### src/rtl/dmem_arbiter_pkg.sv
// Shared widths, memory op codes and arbiter state encoding for the
// data-memory arbiter slice.
package dmem_arbiter_pkg;

   localparam int ADDR_WIDTH  = 32;
   localparam int DATA_WIDTH  = 32;
   localparam int MEM_OP_BITS = 2;

   localparam logic [MEM_OP_BITS-1:0] MEM_OP_NOP   = 2'd0;
   localparam logic [MEM_OP_BITS-1:0] MEM_OP_READ  = 2'd1;
   localparam logic [MEM_OP_BITS-1:0] MEM_OP_WRITE = 2'd2;

   typedef enum logic [1:0] {
      ARB_ST_IDLE   = 2'd0,
      ARB_ST_ACCESS = 2'd1,
      ARB_ST_RESP   = 2'd2
   } arb_state_t;

endpackage

### src/rtl/rr_arbiter2.sv
// Two-way round-robin picker: a lone requester always wins, on contention
// rr_ptr decides and afterwards points at the loser.
module rr_arbiter2 (
   input  logic       clk,
   input  logic       reset_n,
   input  logic [1:0] req,
   input  logic       advance,
   output logic [1:0] grant,
   output logic       grant_idx
);

   logic rr_ptr;

   always_comb begin
      grant_idx = rr_ptr;
      if (req == 2'b01) begin
         grant_idx = 1'b0;
      end else if (req == 2'b10) begin
         grant_idx = 1'b1;
      end
      grant = '0;
      if (|req) begin
         grant[grant_idx] = 1'b1;
      end
   end

   always_ff @(posedge clk or negedge reset_n) begin
      if (!reset_n) begin
         rr_ptr <= 1'b0;
      end else if (advance && |req) begin
         rr_ptr <= ~grant_idx;
      end
   end

endmodule

### src/rtl/dmem_arbiter.sv
// Arbitrates the core LSU (port 0) and DMA (port 1) onto one data-memory
// port: accept, one ACCESS cycle, one RESP cycle that can accept the next.
module dmem_arbiter
   import dmem_arbiter_pkg::*;
#(
   parameter int ADDR_W = ADDR_WIDTH,
   parameter int DATA_W = DATA_WIDTH,
   parameter int OP_W   = MEM_OP_BITS
) (
   input  logic                clk,
   input  logic                reset_n,
   input  logic [1:0]          req_valid,
   output logic [1:0]          req_ready,
   input  logic [2*OP_W-1:0]   req_op,
   input  logic [2*ADDR_W-1:0] req_addr,
   input  logic [2*DATA_W-1:0] req_wdata,
   output logic [1:0]          rsp_valid,
   output logic [DATA_W-1:0]   rsp_rdata,
   output logic                rsp_err,
   output logic [ADDR_W-1:0]   mem_addr,
   output logic [DATA_W-1:0]   mem_wdata,
   output logic [OP_W-1:0]     mem_op,
   input  logic [DATA_W-1:0]   mem_rdata
);

   localparam logic [OP_W-1:0] OP_NOP   = OP_W'(MEM_OP_NOP);
   localparam logic [OP_W-1:0] OP_READ  = OP_W'(MEM_OP_READ);
   localparam logic [OP_W-1:0] OP_WRITE = OP_W'(MEM_OP_WRITE);

   arb_state_t      state, state_nxt;
   logic [1:0]      rr_grant;
   logic            rr_idx;
   logic            arb_open;
   logic            accept;
   logic            win;
   logic [OP_W-1:0] lat_op;
   logic            lat_read, lat_write;

   // Gating with reset_n keeps req_ready low while reset is held.
   assign arb_open  = reset_n && (state != ARB_ST_ACCESS);
   assign lat_read  = (lat_op == OP_READ);
   assign lat_write = (lat_op == OP_WRITE);

   rr_arbiter2 u_rr (
      .clk       (clk),
      .reset_n   (reset_n),
      .req       (req_valid),
      .advance   (arb_open),
      .grant     (rr_grant),
      .grant_idx (rr_idx)
   );

   always_comb begin
      req_ready = arb_open ? rr_grant : '0;
      accept    = |req_ready;
      state_nxt = state;
      mem_op    = OP_NOP;
      rsp_valid = '0;
      case (state)
         ARB_ST_IDLE: begin
            if (accept) state_nxt = ARB_ST_ACCESS;
         end
         ARB_ST_ACCESS: begin
            state_nxt = ARB_ST_RESP;
            if (lat_read || lat_write) mem_op = lat_op;
         end
         ARB_ST_RESP: begin
            rsp_valid[win] = 1'b1;
            state_nxt      = accept ? ARB_ST_ACCESS : ARB_ST_IDLE;
         end
         default: state_nxt = ARB_ST_IDLE;
      endcase
   end

   always_ff @(posedge clk or negedge reset_n) begin
      if (!reset_n) begin
         state <= ARB_ST_IDLE;
      end else begin
         state <= state_nxt;
      end
   end

   // mem_addr/mem_wdata are the request latch itself, so they hold between accesses.
   always_ff @(posedge clk or negedge reset_n) begin
      if (!reset_n) begin
         win       <= 1'b0;
         lat_op    <= OP_NOP;
         mem_addr  <= '0;
         mem_wdata <= '0;
      end else if (accept) begin
         win       <= rr_idx;
         lat_op    <= rr_idx ? req_op[2*OP_W-1:OP_W]       : req_op[OP_W-1:0];
         mem_addr  <= rr_idx ? req_addr[2*ADDR_W-1:ADDR_W] : req_addr[ADDR_W-1:0];
         mem_wdata <= rr_idx ? req_wdata[2*DATA_W-1:DATA_W] : req_wdata[DATA_W-1:0];
      end
   end

   always_ff @(posedge clk or negedge reset_n) begin
      if (!reset_n) begin
         rsp_rdata <= '0;
         rsp_err   <= 1'b0;
      end else if (state == ARB_ST_ACCESS) begin
         rsp_rdata <= lat_read ? mem_rdata : '0;
         rsp_err   <= !(lat_read || lat_write);
      end
   end

endmodule

### config.mk
export PLATFORM = sky130hd
export DESIGN_NAME = dmem_arbiter
export DESIGN_NICKNAME = d
export VERILOG_FILES = /design/src/rtl/dmem_arbiter_pkg.sv /design/src/rtl/rr_arbiter2.sv /design/src/rtl/dmem_arbiter.sv
export SDC_FILE = /design/constraint.sdc
export NUM_CORES = 1
export LEC_CHECK = 0
export ABC_AREA = 1
export CORE_MARGIN = 2
export CORE_UTILIZATION = 35
export CTS_CLUSTER_DIAMETER = 120
export DETAILED_ROUTE_END_ITERATION = 7
export PLACE_DENSITY = 0.87
export SLEW_MARGIN = 40
export SYNTH_ARGS = -nofsm -noshare
export SYNTH_HDL_FRONTEND = slang
export SYNTH_SLANG_ARGS = --single-unit
### constraint.sdc
create_clock -name clk -period 1.4 [get_ports clk]
set_input_delay 0.42 -clock clk [delete_from_list [all_inputs] [get_ports clk]]
set_output_delay 0.42 -clock clk [all_outputs]
set_load 0.05 [all_outputs]
Yosys cells after proc, flatten, opt, wreduce, memory -nomap -nowiden
Index checks and enable logic that the tools add are counted.
{ "classes": {"addsub": 0, "mul": 0, "div_mod_pow": 0, "n_lt_le_gt_ge": 4, "eq_ne": 8, "n_shift": 0, "muxes": 18, "bitwise": 1, "n_reduce_logical": 9} }
{ "op_table": {"columns": ["operator", "n"], "rows": [
  ["32-bit 2-to-1 mux", 3],
  ["2-bit 2-to-1 mux", 7],
  ["2-bit by 1-bit == test with 1-bit output, second input constant", 3],
  ["2-bit == test, second input constant", 3],
  ["2-bit case mux with 3 select lines", 1],
  ["1-bit 2-to-1 mux", 5],
  ["1-bit logical AND", 4],
  ["1-bit by 2-bit less-than comparator with 1-bit output, second input constant", 2],
  ["2-bit OR reduction", 2],
  ["1-bit demux with 1-bit select", 2],
  ["1-bit greater-or-equal comparator, second input constant", 2],
  ["2-bit logical NOT", 1],
  ["2-bit by 1-bit inequality test with 1-bit output, second input constant", 1],
  ["2-bit inequality test, second input constant", 1],
  ["1-bit logical NOT", 1],
  ["1-bit logical OR", 1],
  ["1-bit NOT", 1]
]} }
{ "word_totals": {"regBits": 103, "latchBits": 0, "ramBits": 0, "rom_bits": 0, "input_bits": 168, "output_inout_bits": 103, "word_cells": 48, "mem_count": 0} }

Depth between registers and ports, before layout
{ "depth": {"word_depth": 12, "mapped_depth": 8, "ltp_nobuf": 7} }

Hierarchy
From an unflattened synthesis, not the netlist that was laid out.
{ "hier_totals": {"cells_unflattened": 677, "hier_area_um2": 5023.6} }
{ "by_module_without_submodules": {"columns": ["mod", "n_inst", "cells_each", "area_each_um2", "seq_area_each_um2"], "rows": [
  ["dmem_arbiter", 1, 664, 4949.7, 2552.4],
  ["rr_arbiter2", 1, 13, 73.8, 25.0]
]} }

Worst setup path after synthesis
No wires, ideal clock.
{ "synth_path": {"kind": "flip-flop to output port", "start": "register state[1]", "end": "output port mem_op[1]", "t_arrival_ns": 1.447, "required_time_ns": 0.980, "slack_ns": -0.467, "path_stages_with_launch": 5, "n_path_buf": 1, "path_cell_list": "dfrtp_1 > inv_1 > nand2_4 > clkbuf_1 > nor2_1"} }
{ "synth_via": {"elab_chain_cells": 2} }
{ "synth_rtl": {"columns": ["element", "line", "text"], "rows": [
  ["start: declaration", "dmem_arbiter.sv:30", "arb_state_t state, state_nxt;"],
  ["start signal: assignment", "dmem_arbiter.sv:79", "state <= state_nxt;"],
  ["2-bit by 1-bit == test with 1-bit output", "dmem_arbiter.sv:59", "case (state)"],
  ["2-bit 2-to-1 mux", "dmem_arbiter.sv:59", null],
  ["end: declaration", "dmem_arbiter.sv:22", "output logic [OP_W-1:0] mem_op,"]
]} }
No other way between the ends.

Final worst setup path
{ "layout_path": {"start": "register state[1]", "end": "output port req_ready[0]"} }
{ "layout_via": {"elab_chain_cells": 3} }
{ "layout_rtl": {"columns": ["element", "line", "text"], "rows": [
  ["2-bit by 1-bit inequality test with 1-bit output", "dmem_arbiter.sv:40", "assign arb_open = reset_n && (state != ARB_ST_ACCESS);"],
  ["1-bit logical AND", "dmem_arbiter.sv:40", null],
  ["2-bit 2-to-1 mux", "dmem_arbiter.sv:54", "req_ready = arb_open ? rr_grant : '0;"],
  ["end: declaration", "dmem_arbiter.sv:13", "output logic [1:0] req_ready,"]
]} }
No other way between the ends.

==> implementation parameters <==
Parameter                              Value

Timing
  Number of setup violations in the final report ... 74
  Worst slack on hold paths ... 298.9 ps
  Period utilisation layout ... 126.3%
  Hold violation count in the final report ... 0
  Highest attainable clock frequency ... 565.4 MHz
  PnR worst setup slack ... -368.5 ps
  Clock period minus final worst setup slack ... 1769 ps
  Least-Margin Pin Slew ... 572.7 ps
  Number of slew-limit violations in the final report ... 0
  RSZ-0062 raised after global routing ... true
  Max-slew headroom ... 61.82%
  Max Clock Skew ... 7.093 ps

Finish
  Commonest cells after routing, fill and taps aside ... sky130_fd_sc_hd__nand3_1 (197), sky130_fd_sc_hd__clkdlybuf4s50_1 (164), sky130_fd_sc_hd__nand2_1 (146)
  # nets final ... 1004
  Signed area change from the synthesized netlist to the final layout ... 103.1%
  Antenna Diode Count ... 0
  Leading cell type in the layout, fill and taps excluded ... sky130_fd_sc_hd__nand3_1
  Footprint of the multi-input gates ... 1863 um2
  Sequential cell area ... 2580 um2
  Filler Cell Count ... 903
  Layout cells sized above 1 ... 26.10%
  Final non-filler cell area ... 9514 um2

Synthesis
  Sequential element share of the synthesized area ... 55.02%
  Yosys cell types ... 21
  Main flop type after synthesis ... sky130_fd_sc_hd__dfrtp_1
  Number of storage elements in the synthesis netlist ... 103
  Netlist area before placement ... 4684 um2
  Synth async-reset ratio ... 100.0%
  Cell count after synthesis ... 540
  Avg Synthesized Cell Area ... 8.675 um2
  YS warnings ... 0
  Number of synthesized flops with an enable pin ... 0
  Synth Net Count ... 710

Worst setup path
  Number of cell instances on the worst register-to-register path ... 9
  Arrival time worst endpoint ... 1350 ps
  Buffers and inverters on the worst path ... 3
  CP startpoint kind ... flop
  Slowest cell delay on critical path ... 360 ps
  Cell family with most CP delay ... flip-flops
  Data required time of the critical path ... 980 ps
  Category of the critical setup timing path ... reg -> out
  Type of destination of the critical path ... output port
  Cell-by-cell trace of the critical path ... inv_2 -> a21oi_4 -> nand2_4 -> clkinvlp_4 -> buf_12
  Critical path fanouts, max ... 4
  Worst path slowest cell ... sky130_fd_sc_hd__dfrtp_1
  WP depth ... 5

CTS
  H-tree Lvls ... 3
  Number of sinks driven by the clock tree ... 103
  Clock transition time at the flip-flop clock pins of the worst setup and hold paths ... 70 ps
  Clock tree from TritonCTS ... built
  Maximum count of clock buffers along a single path ... 2
  Number of hold-repair buffers added at the cts stage ... 0
  Skew-Pair Late Insertion Delay ... 350 ps
  Cell at the root of the clock tree ... sky130_fd_sc_hd__clkbuf_16
  Cts bufs inserted ... 9

Global route
  Vias in the first global route ... 5440
  Global-route wire length before repair ... 28090 um
  Layer with the highest usage after global routing ... met2
  Number of antenna violations at the first check in global routing ... 0
  Overall overflow remaining after global route ... 0
  Pin count of the biggest net entering global routing ... 105
  Met1 global-route usage ... 28.66%
  Total global-route track usage ... 25.11%
  Met2 GRT Util ... 43.79%
  Met3 GRT Util ... 5.276%

Floorplanning
  Placeable core area ... 13140 um2
  Chip height ... 119.7 um
  I/O pin cnt ... 271
  Chip Width ... 119.7 um
  Number of core rows ... 42
  Starting density of the core ... 35.66%
  Die area ... 14330 um2

Power and ir drop
  Peak supply drop ... 0.7718 mV
  Standby leakage power ... 4.365 nW
  Power Density ... 1358 nW/um2

Run status
  Violated checks ... negative setup slack
  Outcome ... finished with violations

Route
  1st-pass router iterations ... 7
  Vias after detailed routing ... 5253
  Routed WL per cell ... 18.07 um
  Antenna-violating nets left ... 0
  Remaining routing DRC violations ... 0
  Detailed Route Iter0 Violations ... 401
  Final wirelength ... 18340 um
  Via count normalized by instance count ... 5.175

Hold path
  Path type of the worst min-delay path ... in -> async

Place
  Detailed-placement wirelength estimate ... 12490 um
  Total cell area at the placement stage ... 8753 um2
  Count of port buffers added during placement ... 270
  Last weighted congestion value of the routability-driven placer ... 0.7791

Job
  Number of max-cap violations ... 0
metal layers:
metal | routed length (um) | vias to the layer above | part of all wire (%)
met4 | 818 | 0 | 4.5
met3 | 1343 | 62 | 7.3
li1 | - | 2380 | -
met1 | 6877 | 2515 | 37
met2 | 9302 | 296 | 51
met5 | 0 | - | 0
metrics by stage:
step | util (%) | setup slack [ps] | setup TNS [ps] | instances | total power [W]
after floorplan | - | -90.65 | -175.3 | 540 | 0.006785
after detailed placement | 66.63 | -550.7 | -30710 | 971 | 0.01035
final | 72.42 | -368.5 | -14880 | 1015 | 0.01292
after CTS | 71.23 | -394.7 | -15830 | 1007 | 0.01289
after global placement | 66.63 | -512.7 | -28160 | 971 | 0.01024
after global routing | 72.42 | -438.2 | -19950 | 1015 | 0.01343
worst reg2reg max path: cells and delay by family (launching register included):
family	cells	cell delay (ps)
flip-flops	1	440
buffers and inverters	5	770
AND/OR/NAND/NOR	4	350
sequential cells by signal, summed over array words and instances, names as in the netlist:
register	flops
state	2
rsp_err	1
mem_addr	32
lat_op	2
mem_wdata	32
rsp_rdata	32
win	1
u_rr.rr_ptr	1
path summary, 6_finish.rpt:
kind / startpoint / endpoint / slack (ps)
max in group asynchronous: reset_n / state[0]$_DFFE_PN0P_ / 670
min: reset_n / u_rr.rr_ptr$_DFFE_PN0P_ / 300
min in group clk: reset_n / u_rr.rr_ptr$_DFFE_PN0P_ / 480
max reg2reg: state[0]$_DFFE_PN0P_ / mem_wdata[2]$_DFFE_PN0P_ / -270
min reg2reg: rsp_rdata[12]$_DFFE_PN0P_ / rsp_rdata[12]$_DFFE_PN0P_ / 550
max: state[1]$_DFFE_PN0P_ / req_ready[0] / -370
kinds of logic after synthesis:
kind of cell / share of synthesized area (%)
buf+inv: 6.757
fa+ha+maj: 0.5341
flops: 55.02
simple gates: 36.75
compound gates: 0.9350
timing repair:
item                                    in CTS  in global routing
cloned                                       6                  5
endpoints found under the setup margin      68                109
hold endpoints to repair                     0                  0
buffers inserted                            14                  3
pin swaps                                    4                  3
gates resized for setup                     15                 10
where the power goes:
group	switching, W	total, W	leakage (nW)	internal (W)
sequential	0.000652	0.00419	1.31	0.00354
combinational	0.00322	0.00639	2.93	0.00317
clock	0.00113	0.00234	0.129	0.00121
total	0.00501	0.0129	4.36	0.00792
cell type report:
type	count	area share, %
clock buffers	11	2.446
clock inverters	5	0.3682
inverters	14	0.6575
multi-input cells	382	19.58
flip-flops and latches	103	27.12
well taps	176	2.315
repair buffers	324	47.51
Yosys cell counts, types with 2 or more instances:
| master | n | share of area (%) |
|---|---|---|
| sky130_fd_sc_hd__buf_8 | 2 | 0.64 |
| sky130_fd_sc_hd__ha_1 | 2 | 0.53 |
| sky130_fd_sc_hd__dfrtp_1 | 103 | 55 |
| sky130_fd_sc_hd__a21oi_2 | 2 | 0.37 |
| sky130_fd_sc_hd__nand2_1 | 150 | 12 |
| sky130_fd_sc_hd__buf_4 | 8 | 1.3 |
| sky130_fd_sc_hd__clkbuf_1 | 6 | 0.48 |
| sky130_fd_sc_hd__inv_2 | 6 | 0.48 |
| sky130_fd_sc_hd__nand2_2 | 20 | 2.7 |
| sky130_fd_sc_hd__nand3_1 | 198 | 21 |
| sky130_fd_sc_hd__o21ai_1 | 2 | 0.21 |
| sky130_fd_sc_hd__buf_2 | 19 | 2.0 |
| sky130_fd_sc_hd__nor2_1 | 4 | 0.32 |
| sky130_fd_sc_hd__inv_1 | 8 | 0.64 |
| sky130_fd_sc_hd__buf_6 | 4 | 0.96 |
Note: power is estimated with default switching activity, not from simulation.
